<file path="config.mk">
export PLATFORM = sky130hd
export DESIGN_NAME = fifo_burst_reader_flat
export DESIGN_NICKNAME = d
export VERILOG_FILES = /design/src/rtl/fifo_burst_reader_if.sv /design/src/rtl/fifo_burst_reader.sv /design/src/flat_wrapper.sv
export SDC_FILE = /design/constraint.sdc
export NUM_CORES = 1
export LEC_CHECK = 0
export CAP_MARGIN = 15
export CORE_ASPECT_RATIO = 1.1
export CORE_MARGIN = 2
export CORE_UTILIZATION = 35
export CTS_CLUSTER_SIZE = 8
export DETAILED_ROUTE_END_ITERATION = 12
export PLACE_DENSITY_LB_ADDON = 0.05
export SYNTH_ARGS = -nofsm -noshare
export SYNTH_HDL_FRONTEND = slang
export SYNTH_SLANG_ARGS = --single-unit
</file>
<file path="constraint.sdc">
create_clock -name clk -period 3.1 [get_ports clk]
set_input_delay 0.62 -clock clk [delete_from_list [all_inputs] [get_ports clk]]
set_output_delay 0.62 -clock clk [all_outputs]
set_load 0.03 [all_outputs]
</file>
<file path="src/rtl/fifo_burst_reader_if.sv">
// Read side of the upstream FIFO plus the outgoing burst stream, bundled as one port.
interface fifo_burst_reader_if #(
  parameter int WIDTH = 32
);
  logic             fifo_re;
  logic [WIDTH-1:0] fifo_dout;
  logic             fifo_empty;
  logic [WIDTH-1:0] fifo_count;
  logic [WIDTH-1:0] m_data;
  logic             m_valid;
  logic             m_last;
  logic             m_ready;

  modport master (
    output fifo_re, m_data, m_valid, m_last,
    input  fifo_dout, fifo_empty, fifo_count, m_ready
  );

  modport slave (
    input  fifo_re, m_data, m_valid, m_last,
    output fifo_dout, fifo_empty, fifo_count, m_ready
  );
endinterface

</file>
<file path="src/rtl/fifo_burst_reader.sv">
// Drains a FIFO into fixed-length valid/ready bursts (short tail on flush); first word 3 cycles after count qualifies.
// Under backpressure a 2-entry buffer caps outstanding words at 2 and holds head data stable until accepted.
module fifo_burst_reader #(
  parameter int WIDTH     = 32,
  parameter int BURST_LEN = 4
) (
  input  logic                 clk,
  input  logic                 reset,
  fifo_burst_reader_if.master  bus,
  input  logic                 flush,
  output logic                 busy,
  output logic [15:0]          burst_done
);

  typedef enum logic {IDLE, BURST} state_e;

  localparam logic [7:0]       BL  = 8'(BURST_LEN);
  localparam logic [WIDTH-1:0] BLW = WIDTH'(BURST_LEN);

  state_e           state_q, state_d;
  logic [7:0]       rd_left_q, rd_left_d;
  logic [7:0]       len_q, len_d;
  logic [7:0]       wr_idx_q, wr_idx_d;
  logic [1:0]       occ_q, occ_d;
  logic             inflight_q;
  logic [WIDTH-1:0] buf0_q, buf0_d, buf1_q, buf1_d;
  logic             flush_pend_q, flush_pend_d;
  logic [15:0]      burst_done_q, burst_done_d;
  logic             re, pop, last;

  always_comb begin
    pop  = (occ_q != 2'd0) && bus.m_ready;
    last = (wr_idx_q == len_q - 8'd1);
    // Reserve a buffer slot for every word already requested but not yet captured.
    re   = (state_q == BURST) && (rd_left_q != 8'd0) && !bus.fifo_empty &&
           (({1'b0, occ_q} + {2'b00, inflight_q}) < (3'd2 + {2'b00, pop}));
  end

  always_comb begin
    state_d      = state_q;
    rd_left_d    = rd_left_q;
    len_d        = len_q;
    wr_idx_d     = wr_idx_q;
    flush_pend_d = flush_pend_q;
    burst_done_d = burst_done_q;
    case (state_q)
      IDLE: begin
        if (bus.fifo_count >= BLW) begin
          state_d   = BURST;
          rd_left_d = BL;
          len_d     = BL;
          wr_idx_d  = 8'd0;
        end else if (flush_pend_q && (bus.fifo_count != '0)) begin
          state_d      = BURST;
          rd_left_d    = bus.fifo_count[7:0];
          len_d        = bus.fifo_count[7:0];
          wr_idx_d     = 8'd0;
          flush_pend_d = 1'b0;
        end else if (bus.fifo_count == '0) begin
          flush_pend_d = 1'b0;
        end
      end
      BURST: begin
        if (re) rd_left_d = rd_left_q - 8'd1;
        if (pop) begin
          wr_idx_d = wr_idx_q + 8'd1;
          if (last) begin
            state_d      = IDLE;
            burst_done_d = burst_done_q + 16'd1;
          end
        end
      end
      default: state_d = IDLE;
    endcase
    if (flush) flush_pend_d = 1'b1;
  end

  always_comb begin
    buf0_d = buf0_q;
    buf1_d = buf1_q;
    occ_d  = occ_q;
    case ({inflight_q, pop})
      2'b11: begin
        if (occ_q == 2'd1) begin
          buf0_d = bus.fifo_dout;
        end else begin
          buf0_d = buf1_q;
          buf1_d = bus.fifo_dout;
        end
      end
      2'b01: begin
        buf0_d = buf1_q;
        occ_d  = occ_q - 2'd1;
      end
      2'b10: begin
        if (occ_q == 2'd0) buf0_d = bus.fifo_dout;
        else               buf1_d = bus.fifo_dout;
        occ_d = occ_q + 2'd1;
      end
      default: ;
    endcase
  end

  always_ff @(posedge clk) begin
    if (!reset) begin
      state_q      <= IDLE;
      rd_left_q    <= 8'd0;
      len_q        <= 8'd0;
      wr_idx_q     <= 8'd0;
      occ_q        <= 2'd0;
      inflight_q   <= 1'b0;
      buf0_q       <= '0;
      buf1_q       <= '0;
      flush_pend_q <= 1'b0;
      burst_done_q <= 16'd0;
    end else begin
      state_q      <= state_d;
      rd_left_q    <= rd_left_d;
      len_q        <= len_d;
      wr_idx_q     <= wr_idx_d;
      occ_q        <= occ_d;
      inflight_q   <= re;
      buf0_q       <= buf0_d;
      buf1_q       <= buf1_d;
      flush_pend_q <= flush_pend_d;
      burst_done_q <= burst_done_d;
    end
  end

  assign bus.fifo_re = re;
  assign bus.m_valid = (occ_q != 2'd0);
  assign bus.m_last  = (occ_q != 2'd0) && last;
  assign bus.m_data  = buf0_q;
  assign busy        = (state_q == BURST);
  assign burst_done  = burst_done_q;

endmodule
</file>
<file path="src/flat_wrapper.sv">
// flat-port wrapper written by rule: the top's interface ports become plain ports
module fifo_burst_reader_flat 
#(
  parameter int WIDTH     = 32,
  parameter int BURST_LEN = 4
)
  (clk, reset, flush, busy, burst_done, bus_fifo_re, bus_m_data, bus_m_valid, bus_m_last, bus_fifo_dout, bus_fifo_empty, bus_fifo_count, bus_m_ready);
  fifo_burst_reader_if #(.WIDTH(WIDTH)) bus_i ();
  input  logic clk;
  input  logic reset;
  input  logic flush;
  output logic busy;
  output logic [15:0] burst_done;
  output wire logic [$bits(bus_i.fifo_re)-1:0] bus_fifo_re;
  output wire logic [$bits(bus_i.m_data)-1:0] bus_m_data;
  output wire logic [$bits(bus_i.m_valid)-1:0] bus_m_valid;
  output wire logic [$bits(bus_i.m_last)-1:0] bus_m_last;
  input wire logic [$bits(bus_i.fifo_dout)-1:0] bus_fifo_dout;
  input wire logic [$bits(bus_i.fifo_empty)-1:0] bus_fifo_empty;
  input wire logic [$bits(bus_i.fifo_count)-1:0] bus_fifo_count;
  input wire logic [$bits(bus_i.m_ready)-1:0] bus_m_ready;
  assign bus_fifo_re = bus_i.fifo_re;
  assign bus_m_data = bus_i.m_data;
  assign bus_m_valid = bus_i.m_valid;
  assign bus_m_last = bus_i.m_last;
  assign bus_i.fifo_dout = bus_fifo_dout;
  assign bus_i.fifo_empty = bus_fifo_empty;
  assign bus_i.fifo_count = bus_fifo_count;
  assign bus_i.m_ready = bus_m_ready;
  fifo_burst_reader #(.WIDTH(WIDTH), .BURST_LEN(BURST_LEN)) u_core (.clk(clk), .reset(reset), .bus(bus_i), .flush(flush), .busy(busy), .burst_done(burst_done));
endmodule
</file>
==> impl_metrics.json <==
{
  "cts_root_buffer": "clkbuf_16",
  "min_period_ns": 2.90,
  "grt_max_degree": 82,
  "combPwrFrac": 0.404,
  "cts.reportedPaths.clkPinSlew_ns": 0.07,
  "place_congestion": 0.770,
  "drt-pass1-iter-count": 5,
  "die_h_um": 127,
  "p_per_area_nw_per_um2": 743,
  "syn_to_final_growth_pct": 36.8,
  "grtUsageTotal": 0.177,
  "overflow": 0,
  "grt_pass1_vias": 4288,
  "wl_per_cell_um": 14.8,
  "row_count": 44,
  "fin_nets": 775,
  "power.share.clock": 0.235,
  "async_flop_share": 0,
  "ys_ff_latch": 109,
  "synth_cells": 584,
  "layout-drive-gt1-share": 0.0587,
  "synth_edf_count": 0,
  "skew_ns": 0.00827,
  "ant_nets": 0,
  "clock-sinks": 109,
  "yosysUniqueCellTypes": 42,
  "rsz0062_at_grt": "no",
  "status": "finished clean",
  "final_cell_area_um2": 6560,
  "critPathCaptureType": "output pin",
  "antenna_found_initial": 0,
  "wl_um": 13000,
  "crit_type": "reg2out",
  "finalPower_w": 0.00487,
  "leakage_nw": 2.31,
  "tightest_slew_ns": 0.664,
  "crit_fanout": 5,
  "vias": 4535,
  "antenna_cells": 0,
  "p_switching_w": 0.00184,
  "place_area_um2": 6250,
  "postCtsHoldBufs": 0,
  "vdd_ir_drop_max_mv": 0.256,
  "critical_path_arrival_ns": 2.28,
  "hold_viol": 0,
  "clock_latency_ns": 0.35,
  "maxCapViolations": 0,
  "core_area_um2": 13300,
  "slew_headroom": 0.548,
  "pwr-share-seq": 0.361,
  "die-width_um": 116,
  "ys.flop_type": "dfxtp_1",
  "avgSynthCellArea_um2": 8.21,
  "hold_class": "reg2reg",
  "setup_viol": 0,
  "start_util": 0.361,
  "portBuffers": 120,
  "vias_per_cell": 5.14,
  "grt_pass1_wl_um": 20900,
  "drc_errors": 0,
  "cts_buffers": 9,
  "worstPathRequired_ns": 2.48,
  "fin_crit_sh": 0.935,
  "drtIter0Drc": 266,
  "ys_seq_area_frac": 0.455,
  "io_pins": 121,
  "die-area_um2": 14700,
  "tritoncts": "done",
  "cts_htree_levels": 3,
  "clock_path_buffers": 2,
  "max_freq_ghz": 0.345,
  "drv_slew": 0,
  "worstSetupStartpointType": "register",
  "power.internal_w": 0.00304,
  "p_sw_frac": 0.377,
  "synth_warnings": 0,
  "place_hpwl_um": 8580,
  "syn-cell-area_um2": 4790,
  "synth_fp_nets": 665
}
## per-stage QoR
step / std cells / hold WS [ns] / setup WS [ns] / util / TNS (ns)
floorplan: 584 / 0.432 / 0.280 / - / 0
global placement: 866 / 0.441 / 0.0562 / 0.471 / 0
detailed placement: 866 / 0.448 / -0.0144 / 0.471 / -0.0171
CTS: 881 / 0.458 / 0.0205 / 0.493 / 0
global route: 882 / 0.470 / 0.0256 / 0.494 / 0
finish: 882 / 0.456 / 0.202 / 0.494 / 0
## path summary, 6_finish.rpt
kind | depth (start not counted) | slack [ns] | to | startpoint
worst max-delay path | 7 | 0.20 | bus_m_last | u_core.len_q[0]$_SDFFE_PN0P_
worst min-delay path | 2 | 0.46 | u_core.buf1_q[11]$_SDFFE_PN0P_ | u_core.buf1_q[11]$_SDFFE_PN0P_
worst max register to register | 8 | 0.30 | u_core.burst_done[13]$_SDFFE_PN0P_ | u_core.len_q[0]$_SDFFE_PN0P_
worst min register to register | 2 | 0.46 | u_core.buf1_q[11]$_SDFFE_PN0P_ | u_core.buf1_q[11]$_SDFFE_PN0P_
## area by class of cell
cell class / count / area, µm²
Fill cell: 1345 / 6710
Multi-Input combinational cell: 425 / 2480
Sequential cell: 109 / 2180
Timing Repair Buffer: 134 / 1320
Tap cell: 184 / 230
Clock buffer: 9 / 225
Clock inverter: 6 / 63.8
Inverter: 15 / 56.3
## worst max-delay path: stages (launching register included)
cell	delay (ns)
dfxtp_1	0.41
inv_1	0.06
ha_1	0.30
xnor2_1	0.14
a311oi_2	0.27
o211ai_2	0.15
nor4_1	0.32
clkbuf_2	0.27
## power by group through the flow
| stage | clock network [W] | logic, W | registers [W] |
|---|---|---|---|
| 5_1_grt | 0.00123 | 0.00214 | 0.00179 |
| 3_5_place_dp | 0 | 0.00192 | 0.00180 |
| 4_1_cts | 0.00117 | 0.00192 | 0.00176 |
| 3_3_place_gp | 0 | 0.00189 | 0.00179 |
| 6_report | 0.00114 | 0.00197 | 0.00176 |
| 2_1_floorplan | 0 | 0.000883 | 0.00208 |
## synthesized netlist by cell type, types with 2 or more instances
| library cell | n | area (µm²) |
|---|---|---|
| dfxtp_1 | 109 | 2180 |
| o31ai_1 | 7 | 52.6 |
| inv_1 | 14 | 52.6 |
| o21a_1 | 2 | 15.0 |
| o21ai_0 | 19 | 95.1 |
| xnor2_1 | 8 | 70.1 |
| nand3_1 | 18 | 90.1 |
| xor2_1 | 10 | 87.6 |
| a31oi_1 | 5 | 31.3 |
| nand2b_1 | 3 | 18.8 |
| or3_1 | 11 | 68.8 |
| nor3_1 | 35 | 175 |
| buf_2 | 2 | 10.0 |
| nor2_1 | 60 | 225 |
| nand2_1 | 83 | 312 |
| or4_1 | 8 | 60.1 |
| clkbuf_1 | 33 | 124 |
| nor4_1 | 10 | 62.6 |
| a21oi_1 | 60 | 300 |
| and3_1 | 14 | 87.6 |
| nand4_1 | 7 | 43.8 |
| a221oi_1 | 32 | 280 |
| mux2i_1 | 2 | 20.0 |
| nor2b_1 | 3 | 18.8 |
| ha_1 | 12 | 150 |
## layout by cell type, fill, tap and decap left out, drive strengths merged, types with 2 or more instances in the layout
cell type        n
clkdlybuf4s50  118
dfxtp          109
nand2           83
nor2            60
a21oi           60
nor3            35
a221oi          32
o21ai           20
nand3           18
inv             16
buf             15
and3            14
ha              12
or3             11
nor4            11
xor2            10
clkbuf          10
or4              8
xnor2            8
o31ai            7
nand4            7
a31oi            5
nand2b           3
nor2b            3
mux2i            3
o21a             2
clkinv           2
clkinvlp         2
## logic make-up after synthesis
group / Yosys count / share of synthesized area
flip-flops: 109 / 0.455
multiplexers: 3 / 0.00652
XOR/XNOR: 19 / 0.0376
adder cells (fa/ha/maj): 12 / 0.0313
AO/OA/AOI/OAI: 134 / 0.180
buffers and inverters: 51 / 0.0404
AND/OR/NAND/NOR: 256 / 0.249
## sequential cells by signal (all words and copies together) (netlist names), 2 cells and up
| register | count |
|---|---|
| u_core.burst_done | 16 |
| u_core.bus.m_data | 32 |
| u_core.rd_left_q | 8 |
| u_core.wr_idx_q | 8 |
| u_core.buf1_q | 32 |
| u_core.occ_q | 2 |
| u_core.len_q | 8 |
## per-layer routing
metal	track usage	wire length, µm	vias up
met2	0.291	6300	113
met3	0.0363	686	11
met1	0.229	5910	2099
met5	0	0	-
li1	-	-	2312
met4	0.0638	141	0
## timing repair
item                                    CTS  global route
cloned                                    0             1
endpoints found under the hold margin     0             0
endpoints found under the setup margin    1            21
resized for setup                         1             5
setup buffers                             0             0
Power figures use the tool's default switching activity.
